File: src/rtl/branch_seq.sv
// Multicycle branch sequencer: target compute, compare, condition eval, conditional PC write.
// Drives the condition evaluator and keeps a saturating count of taken branches.
module branch_seq #(
    parameter int CNT_W = 16
) (
    input  logic             clk,
    input  logic             reset,
    input  logic             start,
    input  logic [5:0]       opcode,
    input  logic             branch_taken,
    output logic             target_load,
    output logic             alu_cmp,
    output logic             UC_control,
    output logic [1:0]       UC_op,
    output logic             pc_write,
    output logic             busy,
    output logic             done,
    output logic             illegal,
    output logic [CNT_W-1:0] taken_count
);

    localparam logic [2:0] S_IDLE    = 3'd0;
    localparam logic [2:0] S_TARGET  = 3'd1;
    localparam logic [2:0] S_COMPARE = 3'd2;
    localparam logic [2:0] S_EVAL    = 3'd3;
    localparam logic [2:0] S_WRITE   = 3'd4;
    localparam logic [2:0] S_ILL     = 3'd5;

    logic [2:0]       state;
    logic [1:0]       op_q;
    logic             taken_q;
    logic [CNT_W-1:0] cnt_q;

    // Holds at all-ones instead of wrapping.
    function automatic logic [CNT_W-1:0] sat_inc(input logic [CNT_W-1:0] v);
        return (&v) ? v : v + CNT_W'(1);
    endfunction

    // Branch opcodes 0x04..0x07 map directly onto their low two bits.
    function automatic logic is_branch(input logic [5:0] op);
        return op[5:2] == 4'b0001;
    endfunction

    always_ff @(posedge clk) begin
        if (!reset) begin
            state   <= S_IDLE;
            op_q    <= 2'b00;
            taken_q <= 1'b0;
            cnt_q   <= '0;
        end else begin
            case (state)
                S_IDLE: begin
                    if (start) begin
                        if (is_branch(opcode)) begin
                            op_q  <= opcode[1:0];
                            state <= S_TARGET;
                        end else begin
                            state <= S_ILL;
                        end
                    end
                end
                S_TARGET:  state <= S_COMPARE;
                S_COMPARE: state <= S_EVAL;
                S_EVAL: begin
                    taken_q <= branch_taken;
                    if (branch_taken)
                        cnt_q <= sat_inc(cnt_q);
                    state <= S_WRITE;
                end
                default:   state <= S_IDLE;
            endcase
        end
    end

    always_comb begin
        target_load = 1'b0;
        alu_cmp     = 1'b0;
        UC_control  = 1'b0;
        pc_write    = 1'b0;
        done        = 1'b0;
        illegal     = 1'b0;
        case (state)
            S_TARGET:  target_load = 1'b1;
            S_COMPARE: alu_cmp     = 1'b1;
            S_EVAL:    UC_control  = 1'b1;
            S_WRITE: begin
                pc_write = taken_q;
                done     = 1'b1;
            end
            S_ILL: begin
                done    = 1'b1;
                illegal = 1'b1;
            end
            default: ;
        endcase
    end

    assign UC_op       = op_q;
    assign busy        = (state != S_IDLE);
    assign taken_count = cnt_q;

endmodule
File: config.mk
export PLATFORM = sky130hd
export DESIGN_NAME = branch_seq
export DESIGN_NICKNAME = d
export VERILOG_FILES = /design/src/rtl/branch_seq.sv
export SDC_FILE = /design/constraint.sdc
export NUM_CORES = 1
export LEC_CHECK = 0
export ABC_AREA = 1
export CORE_ASPECT_RATIO = 2
export CORE_UTILIZATION = 45
export DETAILED_ROUTE_END_ITERATION = 10
export PLACE_DENSITY = 0.86
export SETUP_SLACK_MARGIN = 0.3
export SLEW_MARGIN = 20
export SYNTH_ARGS = -nofsm -noshare
export SYNTH_HDL_FRONTEND = slang
export SYNTH_SLANG_ARGS = --single-unit
File: constraint.sdc
create_clock -name clk -period 2 [get_ports clk]
set_input_delay 0.2 -clock clk [delete_from_list [all_inputs] [get_ports clk]]
set_output_delay 0.2 -clock clk [all_outputs]
set_load 0.1 [all_outputs]
## After elaboration in Yosys (flattened, before gate mapping)

Cells that the tools add are included.

| storage, ports and cells | value |
|---|---|
| flip-flop bits (word level) | 22 |
| input port bits | 10 |
| word-level logic and storage cells | 28 |

| cells by class | value |
|---|---|
| add/subtract/negate cells | 1 |
| eq/ne operators | 7 |
| multiplexer cells | 9 |
| bitwise operators | 1 |
| reductions and logical operators | 6 |

Operators with widths:

| cell | number |
|---|---|
| $add A16 B1 Y16 const B | 1 |
| $reduce_and A16 Y1 | 1 |
| $pmux W3 S4 | 1 |
| $eq A3 B2 Y1 const B | 2 |
| $eq A3 B3 Y1 const B | 2 |
| $mux W1 | 6 |
| $mux W3 | 2 |
| $reduce_and A3 Y1 | 2 |
| $eq A4 B1 Y1 const B | 1 |
| $eq A3 B1 Y1 const B | 1 |
| $logic_not A3 Y1 | 1 |
| $reduce_bool A3 Y1 | 1 |
| $ne A2 B2 Y1 const B | 1 |
| $reduce_or A2 Y1 | 1 |
| $not A1 Y1 | 1 |

## Depth between registers and ports, before layout

Gate-level depths: netlist of the first run.

| logic depth | value |
|---|---|
| depth in word-level cells | 4 |
| depth in mapped cells | 10 |

## Worst setup path after synthesis of the first run

No wires, ideal clock.

| timing | value |
|---|---|
| kind | flip-flop to output port |
| from | register state[1] |
| to | output pc_write |
| arrival | 3.298 ns |
| required time | 1.800 ns |
| path slack | -1.498 ns |
| stages on the path, launching flop included | 2 |
| path buffers | 0 |
| cells stage by stage | dfxtp_1 nor4_1 |

| on the way | value |
|---|---|
| longest elaborated chain between the ends | 2 |

Ends and longest elaborated chain:

| item | RTL line | RTL |
|---|---|---|
| from (decl) | 29 | `logic [2:0] state;` |
| from (signal assigned) | 46 | `state <= S_IDLE;` |
| from (signal assigned) | 56 | `state <= S_TARGET;` |
| from (signal assigned) | 58 | `state <= S_ILL;` |
| $eq A3 B3 Y1 | 82 | `case (state)` |
| $mux W1 | 82 |  |
| to (decl) | 15 | `output logic pc_write,` |

No other way between the ends.

## Final worst setup path of the first run

| timing | value |
|---|---|
| from | register state[1] |
| to | output alu_cmp |

| on the way | value |
|---|---|
| longest elaborated chain between the ends | 2 |

Ends and longest elaborated chain:

| item | RTL line | RTL |
|---|---|---|
| $eq A3 B2 Y1 | 82 |  |
| $mux W1 | 82 |  |
| to (decl) | 12 | `output logic alu_cmp,` |

No other way between the ends.

==> flow_metrics.py, run 1 <==
metrics = {
    "global_routing": {
        "overflow": 0,
        "antenna_found_initial": 0,
        "grtUsageMet3_pct": 1.749,
        "top_usage_layer": "met2",
        "grt_max_degree": 25,
        "grtUsageMet2_pct": 41.11,
        "grt_pass1_wl_um": 4540,
        "grt_pass1_vias": 1156,
        "grt_usage_pct": 21.43,
        "grt_use_met1_pct": 22.06,
    },
    "yosys": {
        "synth_xor_area_share_pct": 0,
        "ys.flop_type": "dfxtp_1",
        "synthAdderAreaFrac_pct": 1.025,
        "synthCells": 186,
        "synth.net_count": 197,
        "syn_area_sq_um": 1221,
        "synth_top_family_by_area": "simple AND/OR/NAND/NOR gates",
        "synth_edf_count": 0,
        "synth_compound_area_share_pct": 8.197,
        "synthArstFlopShare_pct": 0,
        "yosys.area_share.simple_pct": 44.36,
        "yosys_warnings": 0,
        "synth_cell_types": 23,
        "synthMuxAreaShare_pct": 0,
        "syn_area_per_cell_sq_um": 6.565,
        "synth-seq-area-share_pct": 36.07,
        "yosys_register_bits": 22,
    },
    "placed_design": {
        "dp_hpwl_um": 2160,
        "dp_worst_setup_slack_ps": 461.9,
        "gp_congestion": 0.8180,
        "portBuffers": 34,
        "dp_cells": 246,
    },
    "floorplan": {
        "ios": 35,
        "die_h_um": 75.67,
        "core_sq_um": 2570,
        "num_rows": 26,
        "die-area_sq_um": 2939,
        "start_util_pct": 47.52,
        "die_w_um": 38.84,
    },
    "sta": {
        "setup_viol": 0,
        "setup_ws_ps": 434.9,
        "period_share_pct": 78.25,
        "drv_slew": 0,
        "fmax_mhz": 638.9,
        "fin_skew_ps": 5.747,
        "relSlewSlack_pct": 67.93,
        "rsz0062_at_grt": "true",
        "fin_crit_ps": 1565,
        "holdWs_ps": 504.6,
        "hold_viol": 0,
        "tns_ps": 0,
        "worstMarginPinSlew_ps": 480.1,
    },
    "critical_path": {
        "crit_type": "reg2out",
        "cp_max_fo": 6,
        "cp_data_required_time_ps": 1800,
        "cp_slowest_stage_delay_ps": 560,
        "worstSetupStartpointType": "flip-flop",
        "cp.buffers_inverters": 2,
        "crit_family": "flip-flops",
        "crit_path_end_kind": "primary output",
        "crit_arrival_ps": 1370,
        "crit_slowest_cell": "dfxtp_1",
        "cp_cell_sequence": "inv_1, nor2_4, buf_12",
    },
    "cells_and_area": {
        "nFillCells": 220,
        "fin_nets": 234,
        "diodes": 0,
        "area_delta_synth_final_pct": 40.68,
        "drive_gt1_share_pct": 27.48,
        "stdcell_count": 250,
    },
    "clocking": {
        "clk_latency_ps": 260,
        "cts_made_buffers": 3,
        "cts.clk_slew.worst_paths_ps": 80,
        "h-tree-depth": 1,
        "cts_hold_buffers": 0,
        "cts_tree": "yes",
        "cts.sinks": 22,
        "clockBufferDepth": 2,
        "cts_root_buf": "clkbuf_8",
    },
    "detailed_routing": {
        "drtPass1Iterations": 4,
        "via_count": 1245,
        "wire_per_inst_um": 10.90,
        "antenna_left": 0,
        "drc": 0,
        "wirelength_um": 2726,
        "drtIter0Drc": 29,
        "viasPerCell": 4.980,
    },
    "power_and_ir_drop": {
        "irDropWorstVdd_mv": 0.7286,
        "powerDensity_nw_per_um2": 806.2,
        "leakage_nw": 0.7321,
    },
    "run_status": {
        "status": "completed",
    },
    "worst_hold_path": {
        "hold_path_class": "reg2reg",
    },
    "run": {
        "cap_viol_max_count": 0,
    },
}
## stage by stage
stage	area [sq um]	power [mW]	utilization [%]
final	1718	1.385	66.85
after global routing	1718	1.441	66.85
after CTS	1718	1.397	66.85
after detailed placement	1673	1.117	65.09
after global placement	1673	1.109	65.09
after floorplan	1290	0.9213	-
## report_power, final
group	internal (mW)	switching (mW)	leakage, nW	total, mW
sequential	0.460	0.0393	0.187	0.499
clock	0.137	0.146	0.0231	0.283
combinational	0.192	0.410	0.522	0.603
## registers in the layout, indices dropped and copies added, names as in the netlist
register and count:
taken_q 1, state 3, UC_op 2, taken_count 16
## worst min-delay path, cell delays in order (launching register included)
cell	delay, ps
dfxtp_1	320
nor2_1	100
nor2_1	50
## kinds of logic after synthesis
kind of cell / Yosys count
buffers and inverters: 29
adder cells (fa/ha/maj): 1
flip-flops: 22
AND/OR/NAND/NOR: 115
AO/OA/AOI/OAI: 19
## cells in the final DEF, fill, tap and decap left out, types with 4 or more instances in the layout
master,n
nand2_1,40
nor2_1,38
inv_1,25
buf_4,20
nand3_1,16
dfxtp_2,14
a21oi_1,12
clkdlybuf4s50_1,9
buf_12,7
dfxtp_1,6
nand4_1,4
## path summary, 6_finish.rpt
path	endpoint	slack, ps	cells past startpoint	startpoint
min reg2reg	UC_op[0]	500	2	UC_op[0]
max reg2reg	taken_count[3]	460	8	taken_count[0]
max	alu_cmp	430	3	state[1]
min	UC_op[0]	500	2	UC_op[0]
## layout make-up
cell class | count | area, sq um | share of cell area, %
well taps | 28 | 35.03 | 2.039
repair buffers | 36 | 380.4 | 22.14
clock inverters | 1 | 3.754 | 0.2185
clock buffers | 3 | 41.29 | 2.403
multi-input cells | 135 | 698.2 | 40.64
inverters | 25 | 93.84 | 5.462
flip-flops and latches | 22 | 465.4 | 27.09
## routing by layer
| layer | wire length [um] | vias up | share of wire [%] |
|---|---|---|---|
| li1 | - | 659 | - |
| met1 | 1077 | 551 | 40 |
| met2 | 1513 | 28 | 56 |
| met3 | 69 | 7 | 2.5 |
| met4 | 65 | 0 | 2.4 |
| met5 | 0 | - | 0 |
## cells in the mapped netlist, types with 3 or more instances
cell | n | area [sq um]
nand2_1 | 41 | 153.9
nor2_1 | 40 | 150.1
nand4_1 | 4 | 25.02
nand2_4 | 3 | 33.78
o21ai_0 | 3 | 15.01
nand3_1 | 16 | 80.08
inv_1 | 25 | 93.84
dfxtp_1 | 22 | 440.4
a21oi_1 | 12 | 60.06
## what timing repair did
item                       CTS  global route
setup endpoints to repair    0             1
setup buffers                0             0
resized for setup            0             0
Power figures use the tool's default switching activity.
==> inputs of run 2 (changes only) <==
- CORE_UTILIZATION: 45 -> 42
- PLACE_DENSITY: 0.86 -> 0.85
- clock period: 2 -> 1.3 ns (I/O delays scaled with it)
==> flow_metrics.py, run 2 <==
metrics = {
    "clocking": {
        "cts_root_buf": "clkbuf_8",
        "h-tree-depth": 1,
        "ctsResizeCount": 59,
        "cts.sinks": 22,
        "cts_made_buffers": 3,
        "cts_setup_buffers": 14,
        "cts_hold_buffers": 0,
        "clockBufferDepth": 2,
    },
    "placed_design": {
        "gp_congestion": 0.8167,
        "dp_hpwl_um": 2901,
        "portBuffers": 34,
    },
    "run_status": {
        "lastStage": "clock tree synthesis (4_1_cts)",
        "error": "[ERROR DPL-0038] Utilization greater than 100%, impossible to legalize",
        "status": "stopped before the end",
    },
    "floorplan": {
        "die_h_um": 78.26,
        "die_w_um": 40.13,
        "num_rows": 27,
        "start_util_pct": 44.08,
        "ios": 35,
    },
    "yosys": {
        "yosys_warnings": 0,
        "syn_area_sq_um": 1221,
        "synthArstFlopShare_pct": 0,
        "ys_top_cells_by_count": "nand2_1 (41), nor2_1 (40), inv_1 (25)",
        "synth_cell_types": 23,
        "yosysMostFrequentCell": "nand2_1",
        "yosys_register_bits": 22,
        "ys.flop_type": "dfxtp_1",
        "synth_top_area_share_pct": 36.07,
        "synth_edf_count": 0,
        "synth.net_count": 197,
        "synth-seq-area-share_pct": 36.07,
        "syn_area_per_cell_sq_um": 6.565,
        "synth.area.top_cells": "dfxtp_1 (36%), nand2_1 (13%), nor2_1 (12%)",
        "synth_top_cell_by_area": "dfxtp_1",
        "synthCells": 186,
    },
}
-- run 2: cell counts after synthesis --
Identical to the previous run, type by type.
-- run 2: stage by stage --
stage          cells  setup WS [ps]  setup TNS (ps)  instance area [sq um]  utilization, %
3_3_place_gp     278         -197.8           -2531                   2306           83.24
2_1_floorplan    186         -310.8           -4651                   1455               -
3_5_place_dp     278         -221.7           -3001                   2306           83.24
-- run 2: kinds of logic after synthesis --
kind of cell	after synthesis	share of synthesized area, %
AO/OA/AOI/OAI	19	8.196
AND/OR/NAND/NOR	115	44.37
flip-flops	22	36.07
adder cells (fa/ha/maj)	1	1.024
buffers and inverters	29	10.35
==> inputs of run 3 (changes only) <==
- CORE_ASPECT_RATIO: 2 -> default
- CORE_UTILIZATION: 42 -> 30
- PLACE_DENSITY: 0.85 -> default
- PLACE_DENSITY_LB_ADDON: default -> 0.15
- SETUP_SLACK_MARGIN: 0.3 -> default
- clock period: 1.3 -> 1.7 ns (I/O delays scaled with it)
==> flow_metrics.py, run 3 (synthesis results as in run 1) <==
metrics = {
    "cells_and_area": {
        "largest_reg_flops": 16,
        "final_cell_mix": "nand2_1 (40), nor2_1 (38), inv_1 (25)",
        "area_delta_synth_final_pct": 54.51,
        "diodes": 0,
        "drive_gt1_share_pct": 28.57,
        "final_common_cell": "nand2_1",
        "fin_nets": 236,
        "stdcell_count": 272,
    },
    "critical_path": {
        "r2r-start": "taken_count[0]",
        "worstSetupStartpointType": "flip-flop",
        "cp.depth": 4,
        "crit_type": "reg2out",
        "crit_slowest_cell": "dfxtp_1",
        "cp_slowest_stage_delay_ps": 410,
        "cp_max_fo": 3,
        "cp_cell_sequence": "inv_1, buf_4, nor4_4, buf_12",
        "crit_path_end_kind": "primary output",
        "r2r-end": "taken_count[3]",
        "ff2ff_setup_slack_ps": 190,
        "crit_family": "buffers and inverters",
        "cp_data_required_time_ps": 1530,
        "r2r_cells": 8,
        "cp.buffers_inverters": 3,
        "crit_arrival_ps": 1420,
    },
    "floorplan": {
        "die_w_um": 65.80,
        "core_sq_um": 3771,
        "die-area_sq_um": 4330,
        "ios": 35,
        "start_util_pct": 32.38,
        "num_rows": 22,
        "die_h_um": 65.80,
    },
    "sta": {
        "worstMarginPinSlew_ps": 405.0,
        "hold_viol": 0,
        "fmax_mhz": 627.3,
        "rsz0062_at_grt": "false",
        "fin_crit_ps": 1594,
        "fin_skew_ps": 2.069,
        "relSlewSlack_pct": 72.94,
        "drv_slew": 0,
        "setup_viol": 0,
        "setup_ws_ps": 105.9,
        "period_share_pct": 93.77,
    },
    "clocking": {
        "cts_hold_buffers": 0,
        "clk_latency_ps": 260,
        "cts.clk_slew.worst_paths_ps": 80,
        "cts_tree": "yes",
        "cts_made_buffers": 3,
        "ctsResizeCount": 0,
        "h-tree-depth": 1,
        "cts.sinks": 22,
        "cts_root_buf": "clkbuf_8",
        "clockBufferDepth": 2,
        "cts_setup_buffers": 0,
    },
    "placed_design": {
        "dp_cells": 268,
        "dp_hpwl_um": 2045,
        "gp_congestion": 0.8163,
        "portBuffers": 34,
        "dp_worst_setup_slack_ps": 142.5,
    },
    "detailed_routing": {
        "top_layer": "met4",
        "drc": 0,
        "antenna_left": 0,
        "wl_met2_um": 1169,
        "wirelength_um": 2674,
        "drtPass1Iterations": 5,
        "wire_per_inst_um": 9.831,
        "route.met3.wl_um": 121,
        "viasPerCell": 4.496,
        "wl_met1_um": 1361,
        "drtIter0Drc": 80,
        "via_count": 1223,
    },
    "worst_hold_path": {
        "hold_path_class": "reg2reg",
        "holdPathEnd": "UC_op[1]",
        "whs_path_depth": 2,
        "min-delay-start": "UC_op[1]",
    },
    "power_and_ir_drop": {
        "irDropWorstVdd_mv": 0.8809,
        "finalPower_mw": 1.702,
        "powerDensity_nw_per_um2": 902.1,
        "leakage_nw": 0.7720,
    },
    "run_status": {
        "status": "completed",
    },
    "global_routing": {
        "grt_usage_pct": 14.34,
        "overflow": 0,
        "grt_pass1_wl_um": 4754,
        "grt_max_degree": 25,
        "grt_pass1_vias": 1038,
        "antenna_found_initial": 0,
    },
    "run": {
        "cap_viol_max_count": 0,
    },
}
==> run 3: worst max-delay path by stage <==
stage	from	end
floorplan	state[2]	pc_write
global placement	branch_taken	taken_count[1]
detailed placement	branch_taken	taken_count[1]
CTS	state[2]	pc_write
global route	state[2]	pc_write
finish	state[2]	pc_write
==> run 3: cell type report <==
type | count | area, sq um
clock buffers | 4 | 55.05
fillers | 359 | 1884
inverters | 25 | 93.84
multi-input cells | 135 | 704.4
flip-flops and latches | 22 | 465.4
well taps | 48 | 60.06
repair buffers | 38 | 508.0
==> run 3: power breakdown <==
group	internal [mW]	switching, mW	leakage, nW	total, mW
registers	0.541	0.0366	0.187	0.577
clock network	0.207	0.175	0.0288	0.382
logic	0.244	0.499	0.557	0.743
==> run 3: layer usage <==
layer,track usage [%],up-vias
li1,-,663
met1,19.35,529
met2,21.81,29
met3,4.310,2
met4,4.076,0
met5,0,-
==> run 3: stage by stage <==
stage / cell area, sq um / utilization (%) / setup TNS (ps) / hold slack, ps
final: 1887 / 50.03 / 0 / 497.5
after global routing: 1887 / 50.03 / 0 / 517.3
after CTS: 1887 / 50.03 / 0 / 502.4
after detailed placement: 1832 / 48.57 / 0 / 481.9
after global placement: 1832 / 48.57 / 0 / 482.5
after floorplan: 1296 / - / -93.41 / 362.7
==> run 3: worst reg2reg max path: stages (launching register included) <==
cell     delay (ps)
dfxtp_4         370
ha_1            200
inv_1            80
nor2_4          160
nand2_2         110
nand2_4          90
nand2_4         160
a21oi_1         170
nor2_1           60
==> inputs of run 4 (changes only) <==
==> constraint.sdc (replaced) <==
create_clock -name clk -period 1.7 [get_ports clk]
set_input_delay 0.17 -clock clk [delete_from_list [all_inputs] [get_ports clk]]
set_output_delay 0.17 -clock clk [all_outputs]
set_load 0.005 [all_outputs]
==> flow_metrics.py, run 4 (synthesis results as in run 1) <==
metrics = {
    "power_and_ir_drop": {
        "power.share.sequential_pct": 49.8,
        "pwr-share-comb_pct": 22.6,
        "powerDensity_nw_per_um2": 699.3,
        "internal-power_uw": 842.6,
        "clkPwrFrac_pct": 27.5,
        "leakage_nw": 0.6555,
        "sw_frac_of_total_pct": 28.13,
        "switching_power_uw": 329.8,
        "finalPower_mw": 1.172,
        "irDropWorstVdd_mv": 0.3999,
    },
    "detailed_routing": {
        "wire_per_inst_um": 10.18,
        "drtIter0Drc": 83,
        "antenna_left": 0,
        "wirelength_um": 2748,
        "viasPerCell": 4.604,
        "drtPass1Iterations": 4,
        "via_count": 1243,
        "drc": 0,
    },
    "placed_design": {
        "portBuffers": 34,
        "gp_congestion": 0.7991,
        "dp_hpwl_um": 2026,
        "dp_worst_setup_slack_ps": 118.9,
    },
    "global_routing": {
        "overflow": 0,
        "grt_max_degree": 25,
        "antenna_found_initial": 0,
        "grt_pass1_vias": 996,
        "grt_usage_pct": 13.72,
        "grt_pass1_wl_um": 4491,
    },
    "critical_path": {
        "cp_data_required_time_ps": 1530,
        "r2r-start": "taken_count[1]",
        "crit_start": "state[2]",
        "worstSetupStartpointType": "flip-flop",
        "crit_path_end_kind": "primary output",
        "crit_arrival_ps": 1510,
        "cp_max_fo": 4,
        "crit_type": "reg2out",
    },
    "sta": {
        "hold_viol": 0,
        "setup_viol": 0,
        "fin_crit_ps": 1682,
        "fin_skew_ps": 3.438,
        "fmax_mhz": 594.6,
        "period_share_pct": 98.92,
        "tns_ps": 0,
        "setup_ws_ps": 18.29,
        "rsz0062_at_grt": "true",
        "holdWs_ps": 493.0,
        "relSlewSlack_pct": 71.91,
        "worstMarginPinSlew_ps": 420.4,
        "drv_slew": 0,
    },
    "floorplan": {
        "start_util_pct": 32.38,
        "die_w_um": 65.80,
        "die_h_um": 65.80,
        "num_rows": 22,
        "ios": 35,
        "die-area_sq_um": 4330,
        "core_sq_um": 3771,
    },
    "cells_and_area": {
        "drive_gt1_share_pct": 10.81,
        "final_common_cell": "nand2_1",
        "largest_reg_flops": 16,
        "final_cell_mix": "nand2_1 (41), nor2_1 (39), clkdlybuf4s50_1 (34)",
        "nFillCells": 408,
        "fin_util_pct": 44.46,
        "fin_nets": 235,
        "diodes": 0,
        "area_delta_synth_final_pct": 37.30,
    },
    "clocking": {
        "cts_tree": "yes",
        "cts_made_buffers": 3,
        "cts.sinks": 22,
        "h-tree-depth": 1,
        "cts.clk_slew.worst_paths_ps": 80,
        "clk_latency_ps": 260,
        "clockBufferDepth": 2,
        "cts_root_buf": "clkbuf_8",
    },
    "worst_hold_path": {
        "min-delay-start": "UC_op[1]",
        "hold_path_class": "reg2reg",
    },
    "run": {
        "cap_viol_max_count": 0,
    },
    "run_status": {
        "status": "completed",
    },
}
[run 4: changes by cell type in the layout (fill, tap and decap cells not counted), sizes merged]
cell | previous run | this run
clkdlybuf4s50 | 9 | 34
clkbuf | 4 | 3
buf | 29 | 3
[run 4: per-stage QoR]
step,instance area (sq um),cells
floorplan,1221,186
global placement,1612,267
detailed placement,1612,267
CTS,1653,270
global route,1677,270
finish,1677,270
[run 4: repair_timing]
| item | in CTS | in global routing |
|---|---|---|
| gates resized for setup | 0 | 9 |
| hold buffers | 0 | 0 |
| endpoints found under the setup margin | 1 | 17 |
| setup buffers | 0 | 0 |
[run 4: final cells by class]
cell class              count  area (sq um)  area share [%]
inverters                  25         93.84           5.597
well taps                  48         60.06           3.582
flip-flops and latches     22         444.2           26.49
repair buffers             37         362.8           21.64
clock buffers               3         41.29           2.463
multi-input cells         135         674.4           40.22
[run 4: worst max-delay path: stages (launching register included)]
cell	delay [ps]
dfxtp_1	400
inv_2	90
nor3_1	220
clkdlybuf4s50_1	540
[run 4: path summary, 6_finish.rpt]
check	cells past startpoint	endpoint	slack [ps]
worst min register to register	2	UC_op[1]	490
worst max register to register	8	taken_count[5]	150
worst max-delay path	3	illegal	20
worst min-delay path	2	UC_op[1]	490
[run 4: routing by layer]
layer / vias to the layer above / track usage (%) / wire (um)
met2: 31 / 21.30 / 1262
met1: 552 / 17.96 / 1319
met4: 0 / 6.522 / 48
met5: - / 0 / 0
li1: 655 / - / -
met3: 5 / 2.759 / 117
[run 4: power by group through the flow]
stage / Sequential [mW] / Clock, mW / Combinational (mW)
after floorplan: 0.581 / 0 / 0.141
after global placement: 0.586 / 0 / 0.258
after detailed placement: 0.585 / 0 / 0.259
after CTS: 0.573 / 0.341 / 0.259
after global routing: 0.588 / 0.358 / 0.294
final: 0.584 / 0.323 / 0.265
